<file path="src/rtl/pll_reset_sequencer_pkg.sv">
// State encoding and counter sizing shared by the PLL reset sequencer and its users.
package pll_reset_sequencer_pkg;

   typedef enum logic [2:0] {
      PLL_RST,
      WAIT_LOCK,
      STABLE,
      RELEASE,
      RUN
   } seq_state_t;

   // Bits needed for a counter that must hold values 0 .. max(a,b,c,d)-1.
   function automatic int cnt_width(input int a, input int b, input int c, input int d);
      int m;
      m = a;
      if (b > m) m = b;
      if (c > m) m = c;
      if (d > m) m = d;
      return (m < 2) ? 1 : $clog2(m);
   endfunction

endpackage

</file>
<file path="src/rtl/pll_reset_sequencer_sync_ff.sv">
// N-flop single-bit synchroniser, async active-high reset; latency STAGES cycles, no flow control.
module sync_ff #(
   parameter int STAGES = 2
) (
   input  logic i_clk,
   input  logic i_rst,
   input  logic i_d,
   output logic o_q
);

   logic [STAGES-1:0] r_sync;

   always_ff @(posedge i_clk or posedge i_rst) begin
      if (i_rst) begin
         r_sync <= '0;
      end else begin
         r_sync <= {r_sync[STAGES-2:0], i_d};
      end
   end

   assign o_q = r_sync[STAGES-1];

endmodule

</file>
<file path="src/rtl/pll_reset_sequencer.sv">
// Holds PLLs in reset, qualifies lock stability, then releases downstream resets in order.
// All outputs registered; lock_in reaches the FSM after SYNC_STAGES cycles; no flow control.
module pll_reset_sequencer
   import pll_reset_sequencer_pkg::*;
#(
   parameter int NUM_LOCKS           = 2,
   parameter int NUM_STAGES          = 3,
   parameter int SYNC_STAGES         = 2,
   parameter int PLL_RESET_CYCLES    = 64,
   parameter int LOCK_TIMEOUT_CYCLES = 27000,
   parameter int STABLE_CYCLES       = 27000,
   parameter int STAGE_GAP_CYCLES    = 16
) (
   input  logic                  clk,
   input  logic                  reset,
   input  logic [NUM_LOCKS-1:0]  lock_in,
   output logic                  pll_reset,
   output logic [NUM_STAGES-1:0] stage_reset,
   output logic                  ready,
   output logic [7:0]            retry_count,
   output logic [7:0]            lost_count
);

   localparam int CW = cnt_width(PLL_RESET_CYCLES, LOCK_TIMEOUT_CYCLES, STABLE_CYCLES,
                                 (NUM_STAGES - 1) * STAGE_GAP_CYCLES + 1);
   localparam logic [CW-1:0] L_PLL_LAST = CW'(PLL_RESET_CYCLES - 1);
   localparam logic [CW-1:0] L_TMO_LAST = CW'(LOCK_TIMEOUT_CYCLES - 1);
   localparam logic [CW-1:0] L_STB_LAST = CW'(STABLE_CYCLES - 1);
   localparam logic [CW-1:0] L_REL_LAST = CW'((NUM_STAGES - 1) * STAGE_GAP_CYCLES);

   logic [NUM_LOCKS-1:0]  w_lock_sync;
   logic                  w_locks_ok;

   seq_state_t            r_state;
   seq_state_t            w_next_state;
   logic [CW-1:0]         r_cnt;
   logic [CW-1:0]         w_cnt_inc;
   logic [CW-1:0]         w_next_cnt;
   logic                  w_retry_evt;
   logic                  w_lost_evt;

   logic                  r_pll_reset;
   logic [NUM_STAGES-1:0] r_stage_reset;
   logic                  r_ready;
   logic [7:0]            r_retry_count;
   logic [7:0]            r_lost_count;
   logic                  w_pll_reset_nxt;
   logic [NUM_STAGES-1:0] w_stage_reset_nxt;
   logic                  w_ready_nxt;
   logic [7:0]            w_retry_count_nxt;
   logic [7:0]            w_lost_count_nxt;

   for (genvar g = 0; g < NUM_LOCKS; g++) begin : g_lock_sync
      sync_ff #(.STAGES(SYNC_STAGES)) u_sync (
         .i_clk (clk),
         .i_rst (reset),
         .i_d   (lock_in[g]),
         .o_q   (w_lock_sync[g])
      );
   end

   assign w_locks_ok = &w_lock_sync;

   always_ff @(posedge clk or posedge reset) begin
      if (reset) begin
         r_state       <= PLL_RST;
         r_cnt         <= '0;
         r_pll_reset   <= 1'b1;
         r_stage_reset <= '1;
         r_ready       <= 1'b0;
         r_retry_count <= '0;
         r_lost_count  <= '0;
      end else begin
         r_state       <= w_next_state;
         r_cnt         <= w_next_cnt;
         r_pll_reset   <= w_pll_reset_nxt;
         r_stage_reset <= w_stage_reset_nxt;
         r_ready       <= w_ready_nxt;
         r_retry_count <= w_retry_count_nxt;
         r_lost_count  <= w_lost_count_nxt;
      end
   end

   // Lock loss is tested first so it always beats a coincident timeout or release.
   always_comb begin
      w_next_state = r_state;
      w_cnt_inc    = r_cnt + 1'b1;
      w_retry_evt  = 1'b0;
      w_lost_evt   = 1'b0;
      unique case (r_state)
         PLL_RST: begin
            if (r_cnt == L_PLL_LAST) w_next_state = WAIT_LOCK;
         end
         WAIT_LOCK: begin
            if (w_locks_ok) begin
               w_next_state = STABLE;
            end else if (r_cnt == L_TMO_LAST) begin
               w_next_state = PLL_RST;
               w_retry_evt  = 1'b1;
            end
         end
         STABLE: begin
            if (!w_locks_ok) begin
               w_next_state = WAIT_LOCK;
            end else if (r_cnt == L_STB_LAST) begin
               w_next_state = (NUM_STAGES == 1) ? RUN : RELEASE;
            end
         end
         RELEASE: begin
            if (!w_locks_ok) begin
               w_next_state = WAIT_LOCK;
               w_lost_evt   = 1'b1;
            end else if (w_cnt_inc == L_REL_LAST) begin
               w_next_state = RUN;
            end
         end
         RUN: begin
            if (!w_locks_ok) begin
               w_next_state = WAIT_LOCK;
               w_lost_evt   = 1'b1;
            end
         end
         default: w_next_state = PLL_RST;
      endcase

      if (w_next_state != r_state) w_next_cnt = '0;
      else if (r_state == RUN)     w_next_cnt = r_cnt;
      else                         w_next_cnt = w_cnt_inc;
   end

   // Outputs are decoded from the next state/count so each register lands on the transition edge.
   always_comb begin
      w_pll_reset_nxt   = (w_next_state == PLL_RST);
      w_ready_nxt       = (w_next_state == RUN);
      w_stage_reset_nxt = r_stage_reset;
      if (w_next_state == RUN) begin
         w_stage_reset_nxt = '0;
      end else if (w_next_state == RELEASE) begin
         for (int k = 0; k < NUM_STAGES; k++) begin
            if (w_next_cnt == CW'(k * STAGE_GAP_CYCLES)) w_stage_reset_nxt[k] = 1'b0;
         end
      end else begin
         w_stage_reset_nxt = '1;
      end

      w_retry_count_nxt = r_retry_count;
      if (w_retry_evt && (r_retry_count != 8'hFF)) w_retry_count_nxt = r_retry_count + 8'd1;
      w_lost_count_nxt = r_lost_count;
      if (w_lost_evt && (r_lost_count != 8'hFF)) w_lost_count_nxt = r_lost_count + 8'd1;
   end

   assign pll_reset   = r_pll_reset;
   assign stage_reset = r_stage_reset;
   assign ready       = r_ready;
   assign retry_count = r_retry_count;
   assign lost_count  = r_lost_count;

endmodule
</file>
<file path="config.mk">
export PLATFORM = sky130hd
export DESIGN_NAME = pll_reset_sequencer
export DESIGN_NICKNAME = d
export VERILOG_FILES = /design/src/rtl/pll_reset_sequencer_pkg.sv /design/src/rtl/pll_reset_sequencer_sync_ff.sv /design/src/rtl/pll_reset_sequencer.sv
export SDC_FILE = /design/constraint.sdc
export NUM_CORES = 1
export LEC_CHECK = 0
export ABC_AREA = 1
export CAP_MARGIN = 10
export CORE_UTILIZATION = 35
export DETAILED_ROUTE_END_ITERATION = 16
export GPL_TIMING_DRIVEN = 0
export SETUP_SLACK_MARGIN = 0.3
export SYNTH_ARGS = -nofsm -noshare
export SYNTH_HDL_FRONTEND = slang
export SYNTH_HIERARCHICAL = 1
export SYNTH_SLANG_ARGS = --single-unit
export TNS_END_PERCENT = 100
</file>
<file path="constraint.sdc">
create_clock -name clk -period 3 [get_ports clk]
set_input_delay 0.6 -clock clk [delete_from_list [all_inputs] [get_ports clk]]
set_output_delay 0.6 -clock clk [all_outputs]
set_load 0.05 [all_outputs]
</file>
### After elaboration in Yosys (flattened, before gate mapping)

Cells that the tools add are included.

| word-level totals | value |
|---|---|
| word-level logic and storage cells | 59 |
| bits in registers | 43 |
| output and inout port bits | 21 |
| input bits | 4 |

| operators by class | value |
|---|---|
| reduce and logical (&&, ||, !) cells | 7 |
| eq/ne operators | 17 |
| add/sub/neg operators | 3 |
| muxes and demuxes | 21 |

Operators by type and width:

| kind | count |
|---|---|
| $eq 15x6->1 const B | 3 |
| $mux 15 | 2 |
| $mux 3 | 10 |
| $add 8x1->8 const B | 2 |
| $ne 8x8->1 const B | 2 |
| $add 15x1->15 const B | 1 |
| $eq 15x15->1 const B | 1 |
| $eq 15x5->1 const B | 1 |
| $logic_not 15->1 | 1 |
| $pmux 3 s5 | 1 |
| $eq 3x2->1 const B | 3 |
| $ne 3x2->1 const B | 3 |
| $mux 1 | 8 |
| $eq 3x3->1 const B | 2 |
| $logic_not 3->1 | 2 |
| $eq 3x1->1 const B | 1 |
| $ne 3x3->1 | 1 |
| $logic_and 1x1->1 | 2 |
| $reduce_and 2->1 | 1 |
| $reduce_or 2->1 | 1 |

### Logic depth before layout (Yosys ltp)

Gate-level depths: netlist of run 1.

| depth | value |
|---|---|
| depth after elaboration | 11 |
| gate-level depth with buffers | 22 |
| depth with buffers taken out | 21 |

### Cells and area by module

The synthesis of run 1 kept the hierarchy.

By module, submodules not included:

| module | cells each | area an instance (µm²) | times used |
|---|---|---|---|
| pll_reset_sequencer | 339 | 2,452.4 | 1 |
| sync_ff | 3 | 53.8 | 2 |

### Worst setup path after synthesis of run 1

No wires, ideal clock.

| timing path | value |
|---|---|
| path type | register to register |
| start point | register r_cnt[1] |
| end point | register r_stage_reset[1], in the netlist stage_reset[1] |
| arrival | 2.082 ns |
| clock period less this slack | 2.159 ns |
| setup time | 0.077 ns |
| required time | 2.923 ns |
| setup slack | 0.841 ns |
| buffers on the path | 1 |
| stages on the path, launching flop included | 21 |
| path through | dfrtp_1 ha_1 nand3_2 inv_2 nand2_2 nor2_2 xor2_1 nor2_1 nand3_2 nand2_2 nand2_2 nand3_1 nand2_1 buf_4 nand3_1 nor2_1 nand2_1 nor2_1 nand2_1 nand2_1 nand2_1 |

| between the ends | value |
|---|---|
| longest elaborated chain between the ends | 9 |

Ends and longest elaborated chain:

| item | line | source |
|---|---|---|
| from (decl) | pll_reset_sequencer.sv:36 | `logic [CW-1:0] r_cnt;` |
| from (signal assigned) | pll_reset_sequencer.sv:75 | `r_cnt <= w_next_cnt;` |
| $add 15x1->15 | pll_reset_sequencer.sv:87 | `w_cnt_inc = r_cnt + 1'b1;` |
| $eq 15x6->1 | pll_reset_sequencer.sv:113 | `end else if (w_cnt_inc == L_REL_LAST) begin` |
| $mux 3 | pll_reset_sequencer.sv:113 |  |
| $mux 3 | pll_reset_sequencer.sv:110 | `if (!w_locks_ok) begin` |
| $pmux 3 s5 | pll_reset_sequencer.sv:90 | `unique case (r_state)` |
| $ne 3x3->1 | pll_reset_sequencer.sv:126 | `if (w_next_state != r_state) w_next_cnt = '0;` |
| $mux 15 | pll_reset_sequencer.sv:126 |  |
| $eq 15x5->1 | pll_reset_sequencer.sv:140 | `if (w_next_cnt == CW'(k * STAGE_GAP_CYCLES)) w_stage_reset_nxt[k] = 1'b0;` |
| $ne 3x2->1 (no line) | n/a |  |
| to (signal assigned) | pll_reset_sequencer.sv:77 | `r_stage_reset <= w_stage_reset_nxt;` |
| to (decl) | pll_reset_sequencer.sv:43 | `logic [NUM_STAGES-1:0] r_stage_reset;` |

Several ways; a longest one is shown, not always the timed one.
A chain may end at the register's enable or synchronous reset.

### Worst setup path in the final report of run 1

| timing path | value |
|---|---|
| start point | register r_cnt[1] |
| end point | register r_stage_reset[2], in the netlist stage_reset[2] |

| between the ends | value |
|---|---|
| longest elaborated chain between the ends | 9 |

Ends and longest elaborated chain:

| item | line | source |
|---|---|---|
| $add 15x1->15 | pll_reset_sequencer.sv:87 |  |
| $eq 15x6->1 | pll_reset_sequencer.sv:113 |  |
| $mux 3 | pll_reset_sequencer.sv:113 |  |
| $mux 3 | pll_reset_sequencer.sv:110 |  |
| $pmux 3 s5 (*) | pll_reset_sequencer.sv:90 |  |
| net w_next_state[0] | pll_reset_sequencer.sv:35 | `seq_state_t w_next_state;` |
| $ne 3x3->1 | pll_reset_sequencer.sv:126 |  |
| $mux 15 | pll_reset_sequencer.sv:126 |  |
| $eq 15x6->1 | pll_reset_sequencer.sv:140 |  |
| $ne 3x2->1 (no line) | n/a |  |

The timed path passes the listed nets; every way through them passes the cells marked *.

==> results.md, run 1 <==
* Most frequent cells in the layout: 89 x nand2_1, 50 x inv_1, 36 x dfrtp_1
* Yosys top cell area share at 0.381
* Skew-Pair Late Insertion Delay at 0.31 ns
* Starting Density at 0.369
* Clock transition at the registers of the reported paths at 0.09 ns
* Largest stage delay, worst path at 0.40 ns
* Grt ovf at 0
* Max H-tree Level at 2
* Number of synthesized register bits at 43
* CTS tree: done
* Total Wirelength at 5.74 mm
* Via density at 4.78
* Crit. End Element: flop
* Min-delay src: g_lock_sync[1].u_sync/r_sync[0]$_DFF_PP0_
* Crit path top cell by count: nand2_1
* DRT iter0 DRCs at 118
* WP data required at 3.24 ns
* Area contributors post-synth: dfrtp_1 38%, nand2_1 13%, inv_1 7.5%
* Total chip power at 0.000991 W
* Sequential share of the synthesized area at 0.422
* Most common cell after layout, fill and taps aside: nand2_1
* Final nets at 385
* Die W at 87.5 µm
* Fin crit period at 2.42 ns
* Die height at 87.5 µm
* R2R Path End: stage_reset[2]$_DFFE_PP1P_
* Crit Path Category: reg2reg
* Worst-margin pin slew at 0.822 ns
* Vias at 2269
* Tcrit/Tclk final at 0.806
* Max-cap check violation count at 0
* CTS buffer count at 5
* Synthesized area at 2560 µm²
* CP arrival at 2.66 ns
* Outcome: finished, final reports clean
* CP max-delay cell: dfrtp_1
* First-pass GRT wire length at 9.74 mm
* CORE AREA at 6940 µm²
* Startpoint types: flop
* Pleak at 1.48 nW
* CTS Sinks at 43
* VDD IR-drop max at 0.000256 V
* Antenna Cells at 0
* Average cell area after synthesis at 7.42 µm²
* Synth unique cells at 30
* Clock Path Buffers at 2
* Placer Congestion at 0.906
* Filler instances at 705
* Min-Delay Path Depth at 0
* Worst Reg-to-Reg Cells at 21
* R2r startpoint: r_cnt[1]$_DFF_PP0_
* Final worst-path setup slack at 0.581 ns
* Slew HR at 0.451
* Vias in the first global route at 2107
* Crit path cell chain: buf_4 -> nand2_1 -> nor2_4 -> nand2_1 -> nand2_1 -> nand2_1 -> nor2_1 -> nand2_1 -> nor2_2 -> nand3_2 -> nand2_2 -> nand2_2 -> nand2_2 -> nand2_2 -> buf_6 -> o211ai_1 -> nand2_1 -> nor2_4 -> nand2_1 -> nand2_1 -> nand2_1
* Cells after Synth at 345
* Max Slew Vio Count at 0
* Largest net degree at the start of global routing at 40
* Final setup violation count at 0
* Endpoint, Worst Hold: g_lock_sync[1].u_sync/r_sync[1]$_DFF_PP0_
* Top cell type by total area after synthesis: dfrtp_1
* IO Pins at 25
* Die area at 7660 µm²
* Final hold slack at 0.355 ns
* Detail Route Antenna Nets at 0
* CP bufs+invs at 2
* Worst hold-check path type: reg2reg
* R2R Setup Slk at 0.58 ns
* Port bufs at 24
* Initial antenna violation count at 0
* GRT Total Usage at 0.166
* Share of layout cells above drive strength 1 at 0.129
* Hold Fails Final Rpt at 0
* Row count at 30
* Crit path max fanout at 10
* DP Worst Slack at 0.401 ns
* Worst Skew at 0.00817 ns
* HPWL after DPL at 4.16 mm
* Area Overhead vs Synth at 20.8%
* Syn. warnings at 6
* RSZ-0062 raised after global routing: false
* Root buf cell: clkbuf_8
* Power Dens Cells at 320 nW/µm²
* First-pass DRT Iterations at 5
* Total negative slack at 0 ns
* Syn_nets at 352
* Max Freq at 0.413 GHz
* Avg WL per Cell at 12.1 µm
* CP top delay family: simple AND/OR/NAND/NOR gates
* DRC viols at 0
==> worst register-to-register path: cells and delay by family, from the launching register on <==
kind,cells,cell delay (ns)
AND/OR/NAND/NOR,18,1.57
AO/OA/AOI/OAI,1,0.10
buffers and inverters,2,0.29
flip-flops,1,0.40
==> state kept, by name (all words and copies together) (netlist names) <==
signal / count
ready: 1
r_cnt: 15
lost_count: 8
pll_reset: 1
retry_count: 8
r_state: 3
stage_reset: 3
g_lock_sync.u_sync/r_sync: 4
==> per-layer routing <==
metal	vias up	GRT usage	wire, µm
met4	0	0.0641	65
met2	55	0.251	2580
met5	-	0	0
met1	1037	0.237	2850
li1	1169	-	-
met3	8	0.0284	244
==> how the worst max path moves through the flow <==
| stage | depth (start not counted) | startpoint | end |
|---|---|---|---|
| final | 21 | r_cnt[1]$_DFF_PP0_ | stage_reset[2]$_DFFE_PP1P_ |
| after global routing | 21 | r_cnt[1]$_DFF_PP0_ | stage_reset[1]$_DFFE_PP1P_ |
| after CTS | 21 | r_cnt[1]$_DFF_PP0_ | stage_reset[2]$_DFFE_PP1P_ |
| after detailed placement | 21 | r_cnt[1]$_DFF_PP0_ | stage_reset[2]$_DFFE_PP1P_ |
| after global placement | 20 | r_cnt[1]$_DFF_PP0_ | stage_reset[0]$_DFFE_PP1P_ |
| after floorplan | 20 | r_cnt[1]$_DFF_PP0_ | stage_reset[1]$_DFFE_PP1P_ |
==> synthesized netlist by cell type <==
master    number
buf_2          2
buf_6          1
clkbuf_1       2
a21oi_1        7
o31ai_1        1
o211ai_2       1
xor2_1        11
nand2_2        7
xnor2_1        7
inv_1         51
nor2_1        37
dfstp_2        4
nand4_1       11
nor2_4         2
nand3b_1       1
nand2_1       89
mux2_2         1
buf_4          1
nand3_1       28
o211ai_1       6
nor2_2         6
a31oi_1        1
o21ai_0       12
ha_1           3
inv_2          1
nand3_2        2
nor3_1         5
dfrtp_1       39
o21ai_1        1
nor4_1         5
==> report_power, final <==
part	switching, W	leakage, nW	internal, W	total (W)
Combinational	0.0000138	0.883	0.00000411	0.0000179
Sequential	0.000000646	0.560	0.000582	0.000583
Clock	0.000224	0.0408	0.000167	0.000391
Total	0.000238	1.48	0.000753	0.000991
==> per-stage QoR <==
| stage | util | area, µm² | std cells |
|---|---|---|---|
| global placement | 0.421 | 2920 | 465 |
| finish | 0.445 | 3090 | 475 |
| detailed placement | 0.421 | 2920 | 465 |
| floorplan | - | 2560 | 345 |
| global route | 0.445 | 3090 | 475 |
| CTS | 0.434 | 3010 | 473 |
==> cell families after synthesis <==
| family | share of synthesized area |
|---|---|
| mux | 0.00440 |
| xor+xnor | 0.0616 |
| fa+ha+maj | 0.0147 |
| simple gates | 0.340 |
| buf+inv | 0.0904 |
| flops | 0.422 |
| compound gates | 0.0670 |
==> what timing repair did <==
action	in CTS	in global routing
hold buffers	0	0
setup buffers	0	2
gates resized for setup	0	16
setup endpoints to repair	0	13
==> layout make-up <==
| class | instances | area [µm²] | area share |
|---|---|---|---|
| flip-flops and latches | 43 | 1080 | 0.351 |
| repair buffers | 26 | 255 | 0.0825 |
| clock buffers | 5 | 68.8 | 0.0222 |
| multi-input cells | 244 | 1310 | 0.422 |
| inverters | 52 | 195 | 0.0631 |
| clock inverters | 3 | 23.8 | 0.00769 |
| well taps | 96 | 120 | 0.0388 |
| plain buffers | 6 | 40.0 | 0.0129 |
(Power assumes the default switching activity.)
==> run 2: changes to the inputs <==
- clock period: 3 -> 2.2 ns (I/O delays scaled with it)
==> results.md, run 2 (same netlist as run 1, synthesis figures left out) <==
* Final Util at 0.488
* CTS buffer count at 5
* Worst Skew at 0.00742 ns
* R2r startpoint: r_cnt[1]$_DFF_PP0_
* Most common cell after layout, fill and taps aside: nand2_1
* Max Slew Vio Count at 0
* DRC viols at 0
* Die height at 87.5 µm
* CP arrival at 2.67 ns
* Dpl cells at 465
* Register bank with the most flops: r_cnt
* Final nets at 401
* Max reg flops at 15
* CTS tree: done
* Worst Reg-to-Reg Cells at 21
* Power Dens Cells at 428 nW/µm²
* Port bufs at 24
* Outcome: finished with violations
* Crit. End Element: flop
* Crit path max fanout at 5
* Placer Congestion at 0.905
* First-pass GRT wire length at 10.8 mm
* Antenna Cells at 0
* WL met1 at 3.03 mm
* Starting Density at 0.369
* Initial antenna violation count at 0
* Skew-Pair Late Insertion Delay at 0.30 ns
* Row count at 30
* Fin crit period at 2.43 ns
* Total Wirelength at 6.33 mm
* Failing checks: setup timing
* CTS Sinks at 43
* Slew HR at 0.457
* Via density at 4.85
* DRT iter0 DRCs at 180
* First-pass DRT Iterations at 4
* Hold Fails Final Rpt at 0
* Cell Count, Final, Fillers Out at 491
* GRT Total Usage at 0.183
* Crit Path Category: reg2reg
* Design Area, Final at 3390 µm²
* CORE AREA at 6940 µm²
* WP data required at 2.44 ns
* Share of layout cells above drive strength 1 at 0.251
* DP Worst Slack at -0.347 ns
* Max Freq at 0.411 GHz
* Area Overhead vs Synth at 32.5%
* VDD IR-drop max at 0.000377 V
* DR top layer: met4
* Die W at 87.5 µm
* Final hold slack at 0.351 ns
* RSZ-0062 raised after global routing: true
* Placed inst area at 2950 µm²
* Worst hold-check path type: in2async
* HPWL after DPL at 4.36 mm
* Final worst-path setup slack at -0.232 ns
* Avg WL per Cell at 12.9 µm
* IO Pins at 25
* Startpoint types: flop
* Final setup violation count at 13
* Clock Path Buffers at 2
* Grt ovf at 0
* Root buf cell: clkbuf_8
* Max H-tree Level at 2
* Die area at 7660 µm²
* Most frequent cells in the layout: 84 x nand2_1, 47 x inv_1, 30 x dfrtp_1
* Detail Route Antenna Nets at 0
* CP Launch Point: r_cnt[1]$_DFF_PP0_
* Vias at 2382
* Tcrit/Tclk final at 1.11
* Largest net degree at the start of global routing at 40
* Max-cap check violation count at 0
* Vias in the first global route at 2298
* CTS Hold Bufs at 0
* Worst-margin pin slew at 0.813 ns
* Routed wl met2 at 2.85 mm
* Pleak at 1.72 nW
* DR WL met3 at 260 µm
* Filler instances at 684
* Clock transition at the registers of the reported paths at 0.09 ns
-- run 2: area by class of cell --
cell class                      count  area [µm²]  share of cell area
Multi-Input combinational cell    244        1450               0.427
Sequential cell                    43        1090               0.322
Timing Repair Buffer               42         364               0.107
Inverter                           52         198              0.0583
Tap cell                           96         120              0.0354
Clock buffer                        5        68.8              0.0203
Buffer                              6        52.6              0.0155
Clock inverter                      3        46.3              0.0137
-- run 2: final timing paths --
check / end / slack, ns
setup / recovery: stage_reset[1]$_DFFE_PP1P_ / -0.23
hold / removal: g_lock_sync[1].u_sync/r_sync[0]$_DFF_PP0_ / 0.35
setup reg to reg: stage_reset[1]$_DFFE_PP1P_ / -0.23
hold reg to reg: g_lock_sync[1].u_sync/r_sync[1]$_DFF_PP0_ / 0.36
max in group asynchronous: r_cnt[3]$_DFF_PP0_ / 0.97
min in group clk: g_lock_sync[1].u_sync/r_sync[1]$_DFF_PP0_ / 0.36
-- run 2: repair_timing --
action | 4_1_cts | 5_1_grt
resized for setup | 38 | 47
setup endpoints to repair | 54 | 38
pin swaps | 16 | 17
cloned | 2 | 0
buffers inserted | 8 | 8
-- run 2: report_power, final --
group | total, W | internal [W] | switching, W
clock | 0.000632 | 0.000342 | 0.000290
combinational | 0.0000252 | 0.00000564 | 0.0000195
sequential | 0.000794 | 0.000794 | 0.000000748
total | 0.00145 | 0.00114 | 0.000311
-- run 2: routing by layer --
metal	global-route usage	up-vias
met3	0.0322	15
li1	-	1197
met1	0.243	1112
met2	0.292	58
met4	0.0849	0
met5	0	-
-- run 2: critical path, stage by stage (launching register included) --
cell      delay, ns
dfrtp_1        0.41
ha_4           0.18
nand3_4        0.10
inv_4          0.09
nand2_2        0.06
nand2_2        0.06
nand2_1        0.07
nor2_1         0.10
nand2_1        0.07
nor2_2         0.11
nand3_2        0.10
nand2_2        0.11
nand2_2        0.07
nand3_2        0.08
nand2_4        0.06
buf_6          0.14
o211ai_1       0.17
nand2_1        0.09
nor2_1         0.11
nand2_1        0.06
nand2_1        0.05
nand2_1        0.04
-- run 2: through the flow --
step | power (W) | setup TNS [ns]
2_1_floorplan | 0.000824 | 0
3_3_place_gp | 0.000835 | -5.17
3_5_place_dp | 0.000836 | -2.83
4_1_cts | 0.00149 | -1.44
5_1_grt | 0.00152 | -4.96
6_report | 0.00145 | -1.65
==> run 3: changes to the inputs <==
- GPL_ROUTABILITY_DRIVEN: default -> 0
==> results.md, run 3 (same netlist as run 1, synthesis figures left out) <==
* Largest stage delay, worst path at 0.45 ns
* Slew HR at 0.469
* RSZ-0062 raised after global routing: true
* Grt ovf at 0
* Outcome: finished with violations
* Final Util at 0.514
* Initial antenna violation count at 0
* Failing checks: setup timing
* Crit. End Element: flop
* Final nets at 418
* Vias at 2488
* Max reg flops at 15
* Final setup violation count at 18
* Die area at 7660 µm²
* Starting Density at 0.369
* Power Dens Cells at 413 nW/µm²
* DR top layer: met4
* Crit path max fanout at 5
* CP arrival at 2.79 ns
* R2r startpoint: r_cnt[0]$_DFF_PP0_
* R2R Path End: stage_reset[0]$_DFFE_PP1P_
* HPWL after DPL at 4.23 mm
* Routed wl met2 at 3.07 mm
* DP Worst Slack at -0.346 ns
* DRC viols at 0
* VDD IR-drop max at 0.000276 V
* Filler instances at 649
* Tcrit/Tclk final at 1.16
* Total Wirelength at 6.66 mm
* CORE AREA at 6940 µm²
* Skew-Pair Late Insertion Delay at 0.31 ns
* Clock Path Buffers at 2
* Max-cap check violation count at 0
* Clock transition at the registers of the reported paths at 0.10 ns
* Via density at 4.90
* Pleak at 1.83 nW
* Fin crit period at 2.56 ns
* Area Overhead vs Synth at 39.5%
* CTS tree: done
* Max Freq at 0.391 GHz
* Worst hold-check path type: in2async
* Crit path top cell by count: nand2_1
* Worst Skew at 0.0132 ns
* IO Pins at 25
* Avg WL per Cell at 13.1 µm
* Antenna Cells at 0
* Register bank with the most flops: r_cnt
* Detail Route Antenna Nets at 0
* CTS Sinks at 43
* Startpoint types: flop
* Crit path cell chain: ha_4 -> nand3_4 -> inv_4 -> nand2_1 -> nand2_1 -> nor2_2 -> nand3_1 -> nor2_2 -> nand3_2 -> nand2_2 -> nand2_2 -> nand3_2 -> nand2_4 -> buf_6 -> o211ai_1 -> buf_4 -> nand2_1 -> nor2_1 -> nand2_1 -> nand2_1 -> nand2_1
* Port bufs at 24
* Most common cell after layout, fill and taps aside: nand2_1
* Largest net degree at the start of global routing at 40
* CP Launch Point: r_cnt[0]$_DFF_PP0_
* WL met1 at 3.20 mm
* End of the critical path: stage_reset[0]$_DFFE_PP1P_
* R2R Setup Slk at -0.36 ns
* DR WL met3 at 242 µm
* DRT iter0 DRCs at 154
* Final worst-path setup slack at -0.358 ns
* Max Slew Vio Count at 0
* Root buf cell: clkbuf_8
* First-pass DRT Iterations at 4
* CP max-delay cell: dfrtp_2
* Worst-margin pin slew at 0.795 ns
* CP bufs+invs at 3
* Hold Fails Final Rpt at 0
* CTS buffer count at 5
* First-pass GRT wire length at 10.7 mm
* WP data required at 2.43 ns
* Row count at 30
* Stages on worst setup path at 21
* Vias in the first global route at 2357
* Most frequent cells in the layout: 83 x nand2_1, 46 x inv_1, 30 x dfrtp_1
* Max H-tree Level at 2
* Share of layout cells above drive strength 1 at 0.286
* Die W at 87.5 µm
* Worst Reg-to-Reg Cells at 21
* GRT Total Usage at 0.183
* CP top delay family: simple AND/OR/NAND/NOR gates
* Die height at 87.5 µm
* Crit Path Category: reg2reg
==> run 3: worst min path at each step <==
stage,from,to,slack (ns),depth (start not counted)
after global routing,reset,g_lock_sync[0].u_sync/r_sync[1]$_DFF_PP0_,0.37,2
after global placement,g_lock_sync[1].u_sync/r_sync[0]$_DFF_PP0_,g_lock_sync[1].u_sync/r_sync[1]$_DFF_PP0_,0.33,0
after detailed placement,g_lock_sync[0].u_sync/r_sync[0]$_DFF_PP0_,g_lock_sync[0].u_sync/r_sync[1]$_DFF_PP0_,0.34,0
after CTS,reset,g_lock_sync[0].u_sync/r_sync[0]$_DFF_PP0_,0.35,2
after floorplan,reset,g_lock_sync[0].u_sync/r_sync[0]$_DFF_PP0_,0.18,1
final,reset,g_lock_sync[0].u_sync/r_sync[0]$_DFF_PP0_,0.36,2
==> run 3: area by class of cell <==
cell class / instances / area, µm² / area share
Tap cell: 96 / 120 / 0.0336
Inverter: 52 / 198 / 0.0553
Clock buffer: 5 / 68.8 / 0.0193
Multi-Input combinational cell: 244 / 1460 / 0.410
Sequential cell: 43 / 1090 / 0.306
Timing Repair Buffer: 59 / 528 / 0.148
Clock inverter: 3 / 47.5 / 0.0133
Buffer: 6 / 53.8 / 0.0151
==> run 3: where the power goes <==
| group | switching, W | internal [W] |
|---|---|---|
| combinational | 0.0000191 | 0.00000563 |
| clock | 0.000310 | 0.000345 |
| sequential | 0.00000100 | 0.000794 |
==> run 3: repair_timing <==
action | CTS | global route
cloned | 2 | 1
hold buffers | 0 | 0
hold endpoints to repair | 0 | 0
pin swaps | 17 | 18
setup buffers | 21 | 11
endpoints found under the setup margin | 54 | 39
resized for setup | 45 | 51
==> run 3: per-layer routing <==
layer,up-vias,global-route usage
li1,1234,-
met1,1172,0.245
met2,67,0.292
met3,15,0.0313
met4,0,0.0775
met5,-,0
==> run 3: metrics by stage <==
stage	power (W)	instances	setup TNS (ns)	cell area, µm²	hold WS [ns]
3_5_place_dp	0.000837	465	-2.92	2950	0.341
4_1_cts	0.00149	496	-1.32	3290	0.353
5_1_grt	0.00153	508	-7.08	3570	0.369
2_1_floorplan	0.000824	345	0	2590	0.181
3_3_place_gp	0.000836	465	-6.02	2950	0.332
6_report	0.00147	508	-4.12	3570	0.357
